## src/rtl/pipe_stage_reg_if.sv

```systemverilog
`default_nettype none
// ============================================================================
// Module      : pipe_stage_reg_if
// Description : Valid/ready/data handshake bundle used on both sides of the
//               pipe_stage_reg stage. The master drives valid and data; the
//               slave drives ready.
// Revision    : 1.0 - initial release
// ============================================================================
interface pipe_stage_reg_if #(
  parameter int WIDTH = 32
) ();

  logic             valid;
  logic             ready;
  logic [WIDTH-1:0] data;

  modport master (output valid, output data, input ready);
  modport slave  (input valid, input data, output ready);

endinterface : pipe_stage_reg_if
`default_nettype wire

```

## src/rtl/pipe_stage_reg.sv

```systemverilog
`default_nettype none
// ============================================================================
// Module      : pipe_stage_reg
// Description : Parametrised pipeline register with a valid/ready handshake
//               and a 2-entry skid buffer. in_ready is registered, so
//               back-pressure never forms a combinational path between
//               stages. A synchronous flush squashes all held words.
//               Optional stall statistics are compiled in with the macro
//               PIPE_STAGE_STATS_EN (saturating stall counter on stall_cnt_o);
//               without it stall_cnt_o is tied to zero.
// Revision    : 1.0 - initial release
// ============================================================================
module pipe_stage_reg #(
  parameter int               WIDTH     = 32,
  parameter logic [WIDTH-1:0] RESET_VAL = '0,
  parameter int               CNT_W     = 16
) (
  input  logic             clk,
  input  logic             reset,
  input  logic             flush_i,
  pipe_stage_reg_if.slave  in_if,
  pipe_stage_reg_if.master out_if,
  output logic [1:0]       occupancy_o,
  output logic [CNT_W-1:0] stall_cnt_o
);

  // State code doubles as the occupancy count.
  typedef enum logic [1:0] {
    ST_EMPTY = 2'd0,
    ST_ONE   = 2'd1,
    ST_FULL  = 2'd2
  } state_t;

  state_t           state_q;
  logic [WIDTH-1:0] main_q;       // head word, drives out_data
  logic [WIDTH-1:0] skid_q;       // second word while FULL
  logic             out_valid_q;
  logic             in_ready_q;

  logic w_acc;
  logic w_pop;

  assign w_acc = in_if.valid & in_ready_q;
  assign w_pop = out_valid_q & out_if.ready;

  // Handshake FSM: moves words between M and S and keeps both flags registered.
  always_ff @(posedge clk) begin
    if (reset || flush_i) begin
      state_q     <= ST_EMPTY;
      main_q      <= RESET_VAL;
      skid_q      <= RESET_VAL;
      out_valid_q <= 1'b0;
      in_ready_q  <= 1'b1;
    end else begin
      case (state_q)
        ST_EMPTY: begin
          if (w_acc) begin
            state_q     <= ST_ONE;
            main_q      <= in_if.data;
            out_valid_q <= 1'b1;
            in_ready_q  <= 1'b1;
          end
        end
        ST_ONE: begin
          if (w_acc && !w_pop) begin
            state_q    <= ST_FULL;
            skid_q     <= in_if.data;
            in_ready_q <= 1'b0;
          end else if (w_acc && w_pop) begin
            // Same-cycle pass-through: head leaves, new word becomes head.
            main_q <= in_if.data;
          end else if (w_pop) begin
            state_q     <= ST_EMPTY;
            out_valid_q <= 1'b0;
          end
        end
        ST_FULL: begin
          // in_ready is low here, so only a pop can change anything.
          if (w_pop) begin
            state_q    <= ST_ONE;
            main_q     <= skid_q;
            in_ready_q <= 1'b1;
          end
        end
        default: begin
          // Unused encoding: recover to a clean empty stage.
          state_q     <= ST_EMPTY;
          out_valid_q <= 1'b0;
          in_ready_q  <= 1'b1;
        end
      endcase
    end
  end

  assign in_if.ready  = in_ready_q;
  assign out_if.valid = out_valid_q;
  assign out_if.data  = main_q;
  assign occupancy_o  = state_q;

`ifdef PIPE_STAGE_STATS_EN
  logic [CNT_W-1:0] stall_cnt_q;
  logic [CNT_W-1:0] stall_cnt_d;

  // Count stalled cycles, saturating at all-ones instead of wrapping.
  always_comb begin
    stall_cnt_d = stall_cnt_q;
    if (out_valid_q && !out_if.ready && (stall_cnt_q != {CNT_W{1'b1}})) begin
      stall_cnt_d = stall_cnt_q + CNT_W'(1);
    end
  end

  // Only reset clears the counter; flush leaves the statistics intact.
  always_ff @(posedge clk) begin
    if (reset) begin
      stall_cnt_q <= '0;
    end else begin
      stall_cnt_q <= stall_cnt_d;
    end
  end

  assign stall_cnt_o = stall_cnt_q;
`else
  assign stall_cnt_o = '0;
`endif

endmodule : pipe_stage_reg
`default_nettype wire
```

## src/flat_wrapper.sv

```systemverilog
// flat-port wrapper written by rule: the top's interface ports become plain ports
module pipe_stage_reg_flat 
#(
  parameter int               WIDTH     = 32,
  parameter logic [WIDTH-1:0] RESET_VAL = '0,
  parameter int               CNT_W     = 16
)
  (clk, reset, flush_i, occupancy_o, stall_cnt_o, in_if_valid, in_if_data, in_if_ready, out_if_valid, out_if_data, out_if_ready);
  pipe_stage_reg_if #(.WIDTH(WIDTH)) in_if_i ();
  pipe_stage_reg_if #(.WIDTH(WIDTH)) out_if_i ();
  input  logic clk;
  input  logic reset;
  input  logic flush_i;
  output logic [1:0] occupancy_o;
  output logic [CNT_W-1:0] stall_cnt_o;
  input wire logic [$bits(in_if_i.valid)-1:0] in_if_valid;
  input wire logic [$bits(in_if_i.data)-1:0] in_if_data;
  output wire logic [$bits(in_if_i.ready)-1:0] in_if_ready;
  output wire logic [$bits(out_if_i.valid)-1:0] out_if_valid;
  output wire logic [$bits(out_if_i.data)-1:0] out_if_data;
  input wire logic [$bits(out_if_i.ready)-1:0] out_if_ready;
  assign in_if_i.valid = in_if_valid;
  assign in_if_i.data = in_if_data;
  assign in_if_ready = in_if_i.ready;
  assign out_if_valid = out_if_i.valid;
  assign out_if_data = out_if_i.data;
  assign out_if_i.ready = out_if_ready;
  pipe_stage_reg #(.WIDTH(WIDTH), .RESET_VAL(RESET_VAL), .CNT_W(CNT_W)) u_core (.clk(clk), .reset(reset), .flush_i(flush_i), .in_if(in_if_i), .out_if(out_if_i), .occupancy_o(occupancy_o), .stall_cnt_o(stall_cnt_o));
endmodule
```

## config.mk

```make
export PLATFORM = sky130hd
export DESIGN_NAME = pipe_stage_reg_flat
export DESIGN_NICKNAME = d
export VERILOG_FILES = /design/src/rtl/pipe_stage_reg_if.sv /design/src/rtl/pipe_stage_reg.sv /design/src/flat_wrapper.sv
export SDC_FILE = /design/constraint.sdc
export NUM_CORES = 1
export LEC_CHECK = 0
export BUFFER_PORTS_ARGS = -buffer_cell sky130_fd_sc_hd__buf_2
export CAP_MARGIN = 20
export CELL_PAD_IN_SITES_DETAIL_PLACEMENT = 0
export CELL_PAD_IN_SITES_GLOBAL_PLACEMENT = 1
export CORE_UTILIZATION = 40
export CTS_CLUSTER_DIAMETER = 80
export DETAILED_ROUTE_END_ITERATION = 7
export GPL_ROUTABILITY_DRIVEN = 0
export PLACE_DENSITY_LB_ADDON = 0.15
export SLEW_MARGIN = 20
export SYNTH_ARGS = -nofsm -noshare
export SYNTH_HDL_FRONTEND = slang
export SYNTH_SLANG_ARGS = --single-unit
```

## constraint.sdc

```tcl
create_clock -name clk -period 1.7 [get_ports clk]
set_input_delay 0.34 -clock clk [delete_from_list [all_inputs] [get_ports clk]]
set_output_delay 0.34 -clock clk [all_outputs]
set_load 0.02 [all_outputs]
```

* Word-level counts from Yosys, hierarchy flattened
Index checks and enable logic that the tools add are counted.
** Word-level totals
- Bits in registers :: 68
- Input bits :: 37
- Output and inout bits :: 52
** Operators by class
- Eq/ne operators :: 11
- Muxes and demuxes :: 19
- Bitwise logic cells :: 3
- Reduce and logical (&&, ||, !) cells :: 11
** Operators with widths (count)
- 32-bit two-way mux :: 4
- 32-bit case mux with 3 select lines :: 1
- 2-bit two-way mux :: 5
- 2-bit by 1-bit inequality test with 1-bit output, second input constant :: 5
- 5-bit AND reduction :: 2
- 1-bit two-way mux :: 6
- 1-bit case mux with 3 select lines :: 2
- 2-bit case mux with 3 select lines :: 1
- 2-bit inequality test, second input constant :: 2
- 4-bit AND reduction :: 1
- 3-bit by 1-bit inequality test with 1-bit output, second input constant :: 1
- 3-bit by 2-bit inequality test with 1-bit output, second input constant :: 1
- 3-bit AND reduction :: 1
- 3-bit nonzero test :: 1
- 1-bit bitwise AND :: 2
- 2-bit by 1-bit equality test with 1-bit output, second input constant :: 1
- 2-bit equality test, second input constant :: 1
- 1-bit logical AND :: 2
- 2-bit zero test :: 1
- 2-bit AND reduction :: 1
- 1-bit zero test :: 1
- 1-bit logical OR :: 1
- 1-bit NOT :: 1

* Depth between registers and ports, before layout
Gate-level depths: netlist of run 1.
- Depth in word-level cells :: 5
- Depth in mapped cells :: 5

* Worst setup path after synthesis of run 1
No wires, ideal clock.
- Path kind :: flip-flop to flip-flop
- From :: reg u_core.state_q[1] (netlist: u_core.occupancy_o[1])
- To :: reg u_core.main_q[11] (netlist: u_core.out_if.data[11])
- Arrival time :: 1338 ps
- Required time :: 1554 ps
- Path slack :: 215 ps
- Cell stages (with the launch flop) :: 6
- Clock period less this slack :: 1485 ps
- Cells stage by stage :: dfxtp_1 and3b_1 buf_2 buf_6 a211oi_2 a211oi_2
** Between the ends
- Word-level cells in the longest chain between the ends :: 3
- Elaborated cells on any way between the ends :: 10
- Classes of those cells :: 6 x eq/ne; 1 x mux; 3 x reduce/logical
** RTL lines
- start, declared :: RTL line pipe_stage_reg.sv:34 : state_t state_q;
- start signal, assigned :: RTL line pipe_stage_reg.sv:49 : state_q <= ST_EMPTY;
- start signal, assigned :: RTL line pipe_stage_reg.sv:58 : state_q <= ST_ONE;
- start signal, assigned :: RTL line pipe_stage_reg.sv:66 : state_q <= ST_FULL;
- 2-bit by 1-bit equality test with 1-bit output (tied with other cells) :: RTL line pipe_stage_reg.sv:55 : case (state_q)
- 2-bit by 1-bit inequality test with 1-bit output (no source line) (tied with other cells)
- 5-bit AND reduction (no source line)
- end signal, assigned :: RTL line pipe_stage_reg.sv:59 : main_q <= in_if.data;
- end signal, assigned :: RTL line pipe_stage_reg.sv:71 : main_q <= in_if.data;
- end signal, assigned :: RTL line pipe_stage_reg.sv:81 : main_q <= skid_q;
- end, declared :: RTL line pipe_stage_reg.sv:35 : logic [WIDTH-1:0] main_q;
Parallel ways exist; a longest one is shown, timed or not.
A chain may end at the register's enable or synchronous reset.

* Final worst setup path of run 1
- From :: reg u_core.state_q[0] (netlist: u_core.occupancy_o[0])
- To :: reg u_core.main_q[14] (netlist: u_core.out_if.data[14])
The elaborated chain is that of the path after synthesis.

==> results of run 1 <==
[cells by family (layout without fill, tap and decap cells)]
| kind of cell | count (synthesis) | in the layout |
|---|---|---|
| AO/OA/AOI/OAI | 138 | 138 |
| buffers and inverters | 56 | 109 |
| flip-flops | 68 | 68 |
| multiplexers | 32 | 32 |
| other | 1 | 16 |
| AND/OR/NAND/NOR | 47 | 47 |
[cells in the final DEF, fill, tap and decap left out, drive strengths merged]
cell type and instances:
a21bo 1, clkinv 4, nor4bb 1, o22ai 1, nor2 2, o21ai 33, nand2 3, a21boi 1
inv 1, a21o 2, nand3 32, nor3b 1, a21oi 35, a211o 1, nand3b 2, conb 16
buf 92, and4b 1, mux2i 32, and3b 1, nand2b 2, dfxtp 68, nand4 1, or2 1
clkbuf 12, a211oi 64
[metal layers]
metal / GRT usage / vias up / wire length, um
li1: - / 1370 / -
met1: 0.266 / 1375 / 4140
met2: 0.310 / 72 / 3990
met3: 0.0359 / 6 / 413
met4: 0.0709 / 0 / 70
met5: 0 / - / 0
[synthesized netlist by cell type, drive strengths merged (2+ instances only)]
cell and instances:
nand3 32, nand2 3, a21o 2, a211oi 64, nand2b 2, o21ai 33, nand3b 2, mux2i 32
dfxtp 68, clkbuf 13, a21oi 35, buf 42, nor2 2
[power by group]
| part | total (mW) | switching, mW | internal [mW] |
|---|---|---|---|
| logic | 0.620 | 0.381 | 0.239 |
| clock network | 1.23 | 0.621 | 0.605 |
| registers | 1.68 | 0.0367 | 1.64 |
[sequential cells by signal, indices dropped and copies added (netlist names)]
name and flops:
u_core.occupancy_o 2, u_core.out_if.valid 1, u_core.in_if.ready 1, u_core.skid_q 32, u_core.out_if.data 32
[worst max path at each step]
stage,startpoint,to,slack (ns),depth (start not counted)
global placement,out_if_ready,u_core.out_if.data[14],0.21,5
CTS,u_core.occupancy_o[0],u_core.out_if.data[12],0.17,4
finish,u_core.occupancy_o[0],u_core.out_if.data[14],0.16,4
detailed placement,out_if_ready,u_core.out_if.data[14],0.16,5
global route,u_core.occupancy_o[0],u_core.skid_q[16],0.05,4
floorplan,u_core.occupancy_o[1],u_core.out_if.data[11],0.22,5
[worst register-to-register path, delay by kind of cell, from the launching register on]
family | cells | cell delay (ns)
AO/OA/AOI/OAI | 3 | 0.72
flip-flops | 1 | 0.47
buffers and inverters | 1 | 0.23
[layout make-up]
class | count | area, sq um | share of cell area
Tap cell | 105 | 131 | 0.0322
Timing Repair Buffer | 92 | 586 | 0.143
Sequential cell | 68 | 1360 | 0.333
Clock buffer | 12 | 155 | 0.0380
Inverter | 1 | 3.75 | 0.000919
Clock inverter | 4 | 23.8 | 0.00582
Multi-Input combinational cell | 233 | 1820 | 0.447
[through the flow]
step                instances  hold slack, ns  cell area, sq um
floorplan                 357           0.453              3550
global placement          499           0.458              3910
detailed placement        499           0.465              3910
CTS                       515           0.243              4090
global route              515           0.245              4090
finish                    515           0.251              4090
==> summary.md, run 1 <==
| Metric | Value |
|---|---|
| Clk_skew | `between 0.01 and 0.015 ns` |
| Final-report setup violation count | `0` |
| P per Cell Area | `roughly 860 nW/um^2` |
| Die Wd | `~95 um` |
| Max IR drop VDD | `approximately 0.00034 V` |
| Initial DRC count | `97` |
| Die H | `95.4 um` |
| Drc violations | `0` |
| Post-synthesis xor/xnor area fraction | `0` |
| Synth Area in Adders | `0` |
| Hold crit path type | `primary input to flip-flop` |
| Final hold viol count | `0` |
| IO Port Bufs | `slightly above 70` |
| Setup WS pre-CTS | `0.164 ns` |
| Worst relative slew slack | `0.603` |
| Worst skew pair latency | `around 0.34 ns` |
| Root Buffer | `clkbuf_8` |
| CP startpoint kind | `flip-flop` |
| Reg2reg start | `u_core.occupancy_o[0]` |
| Total GRT Usage | `0.196` |
| Slew @ Worst Pin | `a little under 0.6 ns` |
| Crit Path Class | `flip-flop to flip-flop` |
| Leading area contributor after synthesis | `dfxtp_1` |
| Clk sink count | `68` |
| H-tree depth | `3` |
| Pin count of the biggest net entering global routing | `43` |
| Initial core utilization | `0.418` |
| Tot Pwr | `3.52 mW` |
| Beginning of the worst hold path | `in_if_data[29]` |
| Setup TNS | `0 ns` |
| Pleak | `around 1.7 nW` |
| Num CTS Buffers | `9` |
| Ys flop type | `dfxtp_1` |
| R2r endpoint | `u_core.out_if.data[14]` |
| CTS tree | `yes` |
| Total grt overflow | `0` |
| Largest family of logic cells by synthesized area | `compound AO/OA/AOI/OAI gates` |
| Dpl hpwl | `5430 um` |
| Critical path capture point type | `flip-flop` |
| Layout fillers | `812` |
| Worst Hold Depth | `3` |
| Max Slew Vio Count | `0` |
| Post-synth design cell area | `roughly 3500 sq um` |
| Row Count | `33` |
| Final net count | `442` |
| Final core occ | `0.490` |
| Setup bufs post-CTS | `0` |
| Avg WL per Cell | `approximately 17 um` |
| Yosys warnings | `0` |
| RSZ-0062 raised after global routing | `no` |
| Gate Count Post-Synth | `about 340` |
| Crit path buf inv count | `1` |
| PostCTS Resize Cnt | `0` |
| Final period utilization | `0.906` |
| ANT nets after route | `0` |
| Sequential area share after synthesis | `0.390` |
| Number of global-route vias before repair | `~2600` |
| FFs w/ async S/R, synth | `0` |
| Max-Cap Viols | `0` |
| CP most frequent cell | `a211oi_2` |
| Final critical-path required period | `1.54 ns` |
| Fraction of post-synthesis cell area in the top cell type by area | `0.390` |
| FMAX | `roughly 650 MHz` |
| Worst Hold End | `u_core.skid_q[29]` |
| Critical path arrival | `about 1.8 ns` |
| # diodes | `0` |
| Final worst slack | `roughly 0.16 ns` |
| Crit Path Max Fanout | `30` |
| Ports | `~90` |
| CP max stage cell | `dfxtp_1` |
| Number of synthesized flops with an enable pin | `0` |
| First-pass GRT wire length | `13500 um` |
| CTS clk-pin slew, worst paths | `0.08 ns` |
| Worst path cell trace | `a21bo_2 > buf_12 > a211oi_2 > a211oi_2` |
| Reg2Reg Setup Slack | `approximately 0.16 ns` |
| Initial antenna violation count | `0` |
| Critical path's largest stage delay | `about 0.47 ns` |
| Layout cell share with drive strength beyond 1 | `0.420` |
| Top post-synthesis cells by area | `dfxtp_1 39%, a211oi_2 21%, mux2i_1 9.2%` |
| Syn avg cell area | `roughly 10 sq um` |
| Crit path max-delay family | `compound AO/OA/AOI/OAI gates` |
| Critical path required time | `between 1.5 and 2 ns` |
| Clock Path Buffers | `2` |
| Drt pass-1 iters | `4` |
| Reg2reg path depth | `4` |
| Vias | `approximately 2800` |
| Placeable Area | `around 8300 sq um` |
| Post-Synth Simple-Gate Area | `0.0731` |
| Drt total wl | `8610 um` |
| Hold_buf cts | `0` |
| Die area | `9100 sq um` |
| Area Growth Syn to Fin | `17.1%` |
| Synth Area in Compound Gates | `0.337` |
| Mux cell area share after synthesis | `0.0918` |
| Yosys reg bits | `between 60 and 70` |
| Cell variety after synth | `28` |
| Outcome | `complete, no violations` |
| DR vias/cell | `about 5.5` |
(Power assumes the default switching activity.)
==> run 2: changes to the inputs <==
--- a/config.mk
+++ b/config.mk
@@ -13,6 +13,7 @@
 export CTS_CLUSTER_DIAMETER = 80
 export DETAILED_ROUTE_END_ITERATION = 7
 export GPL_ROUTABILITY_DRIVEN = 0
+export MAX_ROUTING_LAYER = met4
 export PLACE_DENSITY_LB_ADDON = 0.15
 export SLEW_MARGIN = 20
 export SYNTH_ARGS = -nofsm -noshare
==> summary.md, run 2 (synthesized netlist as in run 1, its figures left out) <==
| Metric | Value |
|---|---|
| Power share of the combinational group | `0.176` |
| Clock network fraction of total power | `0.347` |
| Crit path from | `u_core.occupancy_o[0]` |
| Sw Pwr | `about 1.0 mW` |
| Crit Path Class | `flip-flop to flip-flop` |
| CP max stage cell | `dfxtp_1` |
| H-tree depth | `3` |
| Row Count | `33` |
| Placeable Area | `approximately 8300 sq um` |
| Most common cell after layout, fill and taps aside | `buf_2` |
| Hold_buf cts | `0` |
| FMAX | `approximately 650 MHz` |
| Die H | `95.4 um` |
| RSZ-0062 raised after global routing | `no` |
| Worst path cell trace | `a21bo_2 > buf_12 > a211oi_2 > a211oi_2` |
| Critical path required time | `approximately 1.9 ns` |
| P per Cell Area | `approximately 860 nW/um^2` |
| DR vias/cell | `around 5.5` |
| Worst hold slack | `between 0.2 and 0.3 ns` |
| Max Slew Vio Count | `0` |
| Dpl hpwl | `5430 um` |
| Root Buffer | `clkbuf_8` |
| Critical path's largest stage delay | `0.47 ns` |
| Worst relative slew slack | `0.611` |
| Crit Path Max Fanout | `30` |
| Initial core utilization | `0.418` |
| CP most frequent cell | `a211oi_2` |
| Pin count of the biggest net entering global routing | `43` |
| IO Port Bufs | `between 70 and 80` |
| Final critical-path required period | `approximately 1.5 ns` |
| Vias | `2811` |
| Setup TNS | `0 ns` |
| CTS tree | `yes` |
| Avg WL per Cell | `roughly 17 um` |
| Final hold viol count | `0` |
| Critical path arrival | `1.73 ns` |
| Crit path buf inv count | `1` |
| Total GRT Usage | `0.202` |
| Total grt overflow | `0` |
| Clock Path Buffers | `2` |
| Seq pwr share | `0.477` |
| Slew @ Worst Pin | `about 0.58 ns` |
| PostCTS Resize Cnt | `0` |
| Initial antenna violation count | `0` |
| Final net count | `around 440` |
| Final-report setup violation count | `0` |
| Internal | `approximately 2.5 mW` |
| Hold crit path type | `primary input to flip-flop` |
| Reg2reg start | `u_core.occupancy_o[0]` |
| Sequential cell area | `between 1000 and 1500 sq um` |
| Area of the multi-input gates | `1820 sq um` |
| Most frequent cells in the layout | `72 x buf_2, 68 x dfxtp_1, 58 x a211oi_2` |
| Ports | `89` |
| Layout fillers | `roughly 810` |
| CTS clk-pin slew, worst paths | `~0.070 ns` |
| Initial DRC count | `just under 90` |
| Outcome | `complete, no violations` |
| CP startpoint kind | `flip-flop` |
| Tot Pwr | `3.52 mW` |
| Drt pass-1 iters | `4` |
| Max IR drop VDD | `between 0.0003 and 0.0004 V` |
| Switching share of power | `0.294` |
| Drc violations | `0` |
| Die area | `a little over 9000 sq um` |
| Die Wd | `about 95 um` |
| # diodes | `0` |
| First-pass GRT wire length | `~14000 um` |
| Clk_skew | `0.0106 ns` |
| Final core occ | `0.490` |
| Number of global-route vias before repair | `2611` |
| Drt total wl | `about 8600 um` |
| Worst skew pair latency | `between 0.3 and 0.4 ns` |
| Beginning of the worst hold path | `in_if_data[29]` |
| Area Growth Syn to Fin | `17.1%` |
| Setup bufs post-CTS | `0` |
| Final period utilization | `0.898` |
| Pleak | `around 1.7 nW` |
| Critical path capture point type | `flip-flop` |
| Num CTS Buffers | `9` |
| Clk sink count | `68` |
| Layout cell share with drive strength beyond 1 | `0.420` |
| Reg2Reg Setup Slack | `0.17 ns` |
| Crit path max-delay family | `compound AO/OA/AOI/OAI gates` |
| Max-Cap Viols | `0` |
| ANT nets after route | `0` |
-- run 2: cell counts in the layout (fill, tap and decap cells not counted) --
No cell type changed its count.
-- run 2: worst reg2reg max path: cells and delay by family, from the launching register on --
family | cells | cell delay, ns
compound gates | 3 | 0.69
flops | 1 | 0.47
buf+inv | 1 | 0.24
-- run 2: layer usage --
metal	wire, um	vias up	global-route usage
met5	0	-	-
met2	4070	68	0.311
met4	102	0	0.0672
li1	-	1371	-
met3	391	9	0.0407
met1	4020	1363	0.264
-- run 2: area by class of cell --
class,count,area share
Tap cell,105,0.0322
Inverter,1,0.000919
Multi-Input combinational cell,233,0.447
Clock buffer,12,0.0380
Sequential cell,68,0.333
Timing Repair Buffer,92,0.143
Clock inverter,4,0.00582
-- run 2: worst paths after layout --
path	end	cells past startpoint
worst min-delay path	u_core.skid_q[29]	3
worst min register to register	u_core.skid_q[16]	2
worst max-delay path	u_core.out_if.data[14]	4
worst max register to register	u_core.out_if.data[14]	4
-- run 2: per-stage QoR --
step | worst slack, ns | instances | instance area, sq um
5_1_grt | 0.0423 | 515 | 4090
2_1_floorplan | 0.215 | 357 | 3550
3_3_place_gp | 0.208 | 499 | 3910
4_1_cts | 0.170 | 515 | 4090
6_report | 0.173 | 515 | 4090
3_5_place_dp | 0.164 | 499 | 3910
-- run 2: power groups by stage --
stage | registers (mW) | logic [mW] | clock network (mW)
after global placement | 1.71 | 0.618 | 0
after global routing | 1.68 | 0.669 | 1.33
after CTS | 1.68 | 0.625 | 1.25
after detailed placement | 1.71 | 0.624 | 0
after floorplan | 1.76 | 0.417 | 0
final | 1.68 | 0.619 | 1.22
==> run 3: changes to the inputs <==
--- a/config.mk
+++ b/config.mk
@@ -10,7 +10,9 @@
 export CELL_PAD_IN_SITES_DETAIL_PLACEMENT = 0
 export CELL_PAD_IN_SITES_GLOBAL_PLACEMENT = 1
 export CORE_UTILIZATION = 40
+export CTS_BUF_LIST = sky130_fd_sc_hd__clkbuf_16
 export CTS_CLUSTER_DIAMETER = 80
+export CTS_CLUSTER_SIZE = 16
 export DETAILED_ROUTE_END_ITERATION = 7
 export GPL_ROUTABILITY_DRIVEN = 0
 export MAX_ROUTING_LAYER = met4
==> summary.md, run 3 (synthesized netlist as in run 1, its figures left out) <==
| Metric | Value |
|---|---|
| Internal | `roughly 2.8 mW` |
| Layout cell share with drive strength beyond 1 | `0.415` |
| Max Slew Vio Count | `0` |
| Pleak | `1.78 nW` |
| Drc violations | `0` |
| Switching share of power | `0.275` |
| Placeable Area | `about 8300 sq um` |
| CP startpoint kind | `flip-flop` |
| Seq pwr share | `0.428` |
| Most frequent cells in the layout | `72 x buf_2, 68 x dfxtp_1, 58 x a211oi_2` |
| Worst skew pair latency | `roughly 0.32 ns` |
| CTS clk-pin slew, worst paths | `about 0.06 ns` |
| Crit Path Class | `flip-flop to flip-flop` |
| Hold_buf cts | `0` |
| Final hold viol count | `0` |
| Vias | `around 2800` |
| First-pass GRT wire length | `around 14000 um` |
| Die H | `95.4 um` |
| H-tree depth | `3` |
| Root Buffer | `clkbuf_16` |
| Die area | `between 9000 and 10000 sq um` |
| Clk_skew | `between 0.006 and 0.007 ns` |
| Row Count | `33` |
| Ports | `slightly below 90` |
| Initial DRC count | `71` |
| IO Port Bufs | `72` |
| Die Wd | `~95 um` |
| Critical path arrival | `around 1.7 ns` |
| Slew @ Worst Pin | `0.583 ns` |
| Initial core utilization | `0.418` |
| Pin count of the biggest net entering global routing | `43` |
| Hold crit path type | `primary input to flip-flop` |
| Most common cell after layout, fill and taps aside | `buf_2` |
| Clock Path Buffers | `2` |
| Final period utilization | `0.917` |
| Max IR drop VDD | `0.000473 V` |
| Worst relative slew slack | `0.611` |
| Post-route insts no fill | `~520` |
| Power share of the combinational group | `0.158` |
| Final-report setup violation count | `0` |
| Num CTS Buffers | `9` |
| Final core occ | `0.500` |
| Initial antenna violation count | `0` |
| ANT nets after route | `0` |
| DR vias/cell | `5.43` |
| Setup bufs post-CTS | `0` |
| Critical path capture point type | `flip-flop` |
| PostCTS Resize Cnt | `0` |
| Drt total wl | `~8600 um` |
| Clk sink count | `slightly below 70` |
| Dpl hpwl | `~5400 um` |
| Outcome | `complete, no violations` |
| Max-Cap Viols | `0` |
| Setup TNS | `0 ns` |
| RSZ-0062 raised after global routing | `no` |
| Final worst slack | `0.142 ns` |
| Drt pass-1 iters | `4` |
| P per Cell Area | `around 940 nW/um^2` |
| Final net count | `around 440` |
| Final critical-path required period | `~1.6 ns` |
| Crit Path Max Fanout | `30` |
| Placed cells | `between 400 and 500` |
| CTS tree | `yes` |
| # diodes | `0` |
| Setup WS pre-CTS | `about 0.16 ns` |
| Total grt overflow | `0` |
| Reg2Reg Setup Slack | `approximately 0.14 ns` |
| FMAX | `around 640 MHz` |
| Clock network fraction of total power | `0.414` |
| Avg WL per Cell | `between 15 and 20 um` |
| Critical path required time | `~1.9 ns` |
| Total GRT Usage | `0.201` |
| Worst hold slack | `approximately 0.28 ns` |
| Sw Pwr | `1.08 mW` |
| Area Growth Syn to Fin | `19.4%` |
| Number of global-route vias before repair | `2625` |
[run 3: final timing paths]
kind | startpoint | depth (start not counted) | to
setup / recovery | u_core.occupancy_o[0] | 4 | u_core.skid_q[20]
setup reg to reg | u_core.occupancy_o[0] | 4 | u_core.skid_q[20]
hold / removal | in_if_data[29] | 3 | u_core.skid_q[29]
hold reg to reg | u_core.skid_q[0] | 2 | u_core.skid_q[0]
[run 3: worst max-delay path, stage by stage, from the launching register on]
cell and delay [ns]:
dfxtp_1 0.47, a21bo_2 0.41, buf_12 0.23, o21ai_0 0.20
a21oi_1 0.10
[run 3: stage by stage]
step           cell area (sq um)  power, mW
3_3_place_gp                3910       2.33
6_report                    4170       3.93
4_1_cts                     4170       3.97
5_1_grt                     4170       4.10
2_1_floorplan               3550       2.18
3_5_place_dp                3910       2.34
[run 3: power by group through the flow]
stage	registers, mW	clock network (mW)	logic (mW)
CTS	1.68	1.67	0.625
global route	1.68	1.74	0.669
detailed placement	1.71	0	0.624
finish	1.68	1.63	0.619
global placement	1.71	0	0.618
floorplan	1.76	0	0.417
[run 3: final cells by class]
class / instances / area (sq um)
fillers: 800 / 4170
multi-input cells: 233 / 1820
flip-flops and latches: 68 / 1360
repair buffers: 92 / 586
clock buffers: 9 / 225
well taps: 105 / 131
clock inverters: 7 / 35.0
inverters: 1 / 3.75
[run 3: layer usage]
layer  GRT usage  wire length [um]
met5           -                 0
met2       0.315              4070
met3      0.0407               341
met1       0.264              4170
met4      0.0522                40
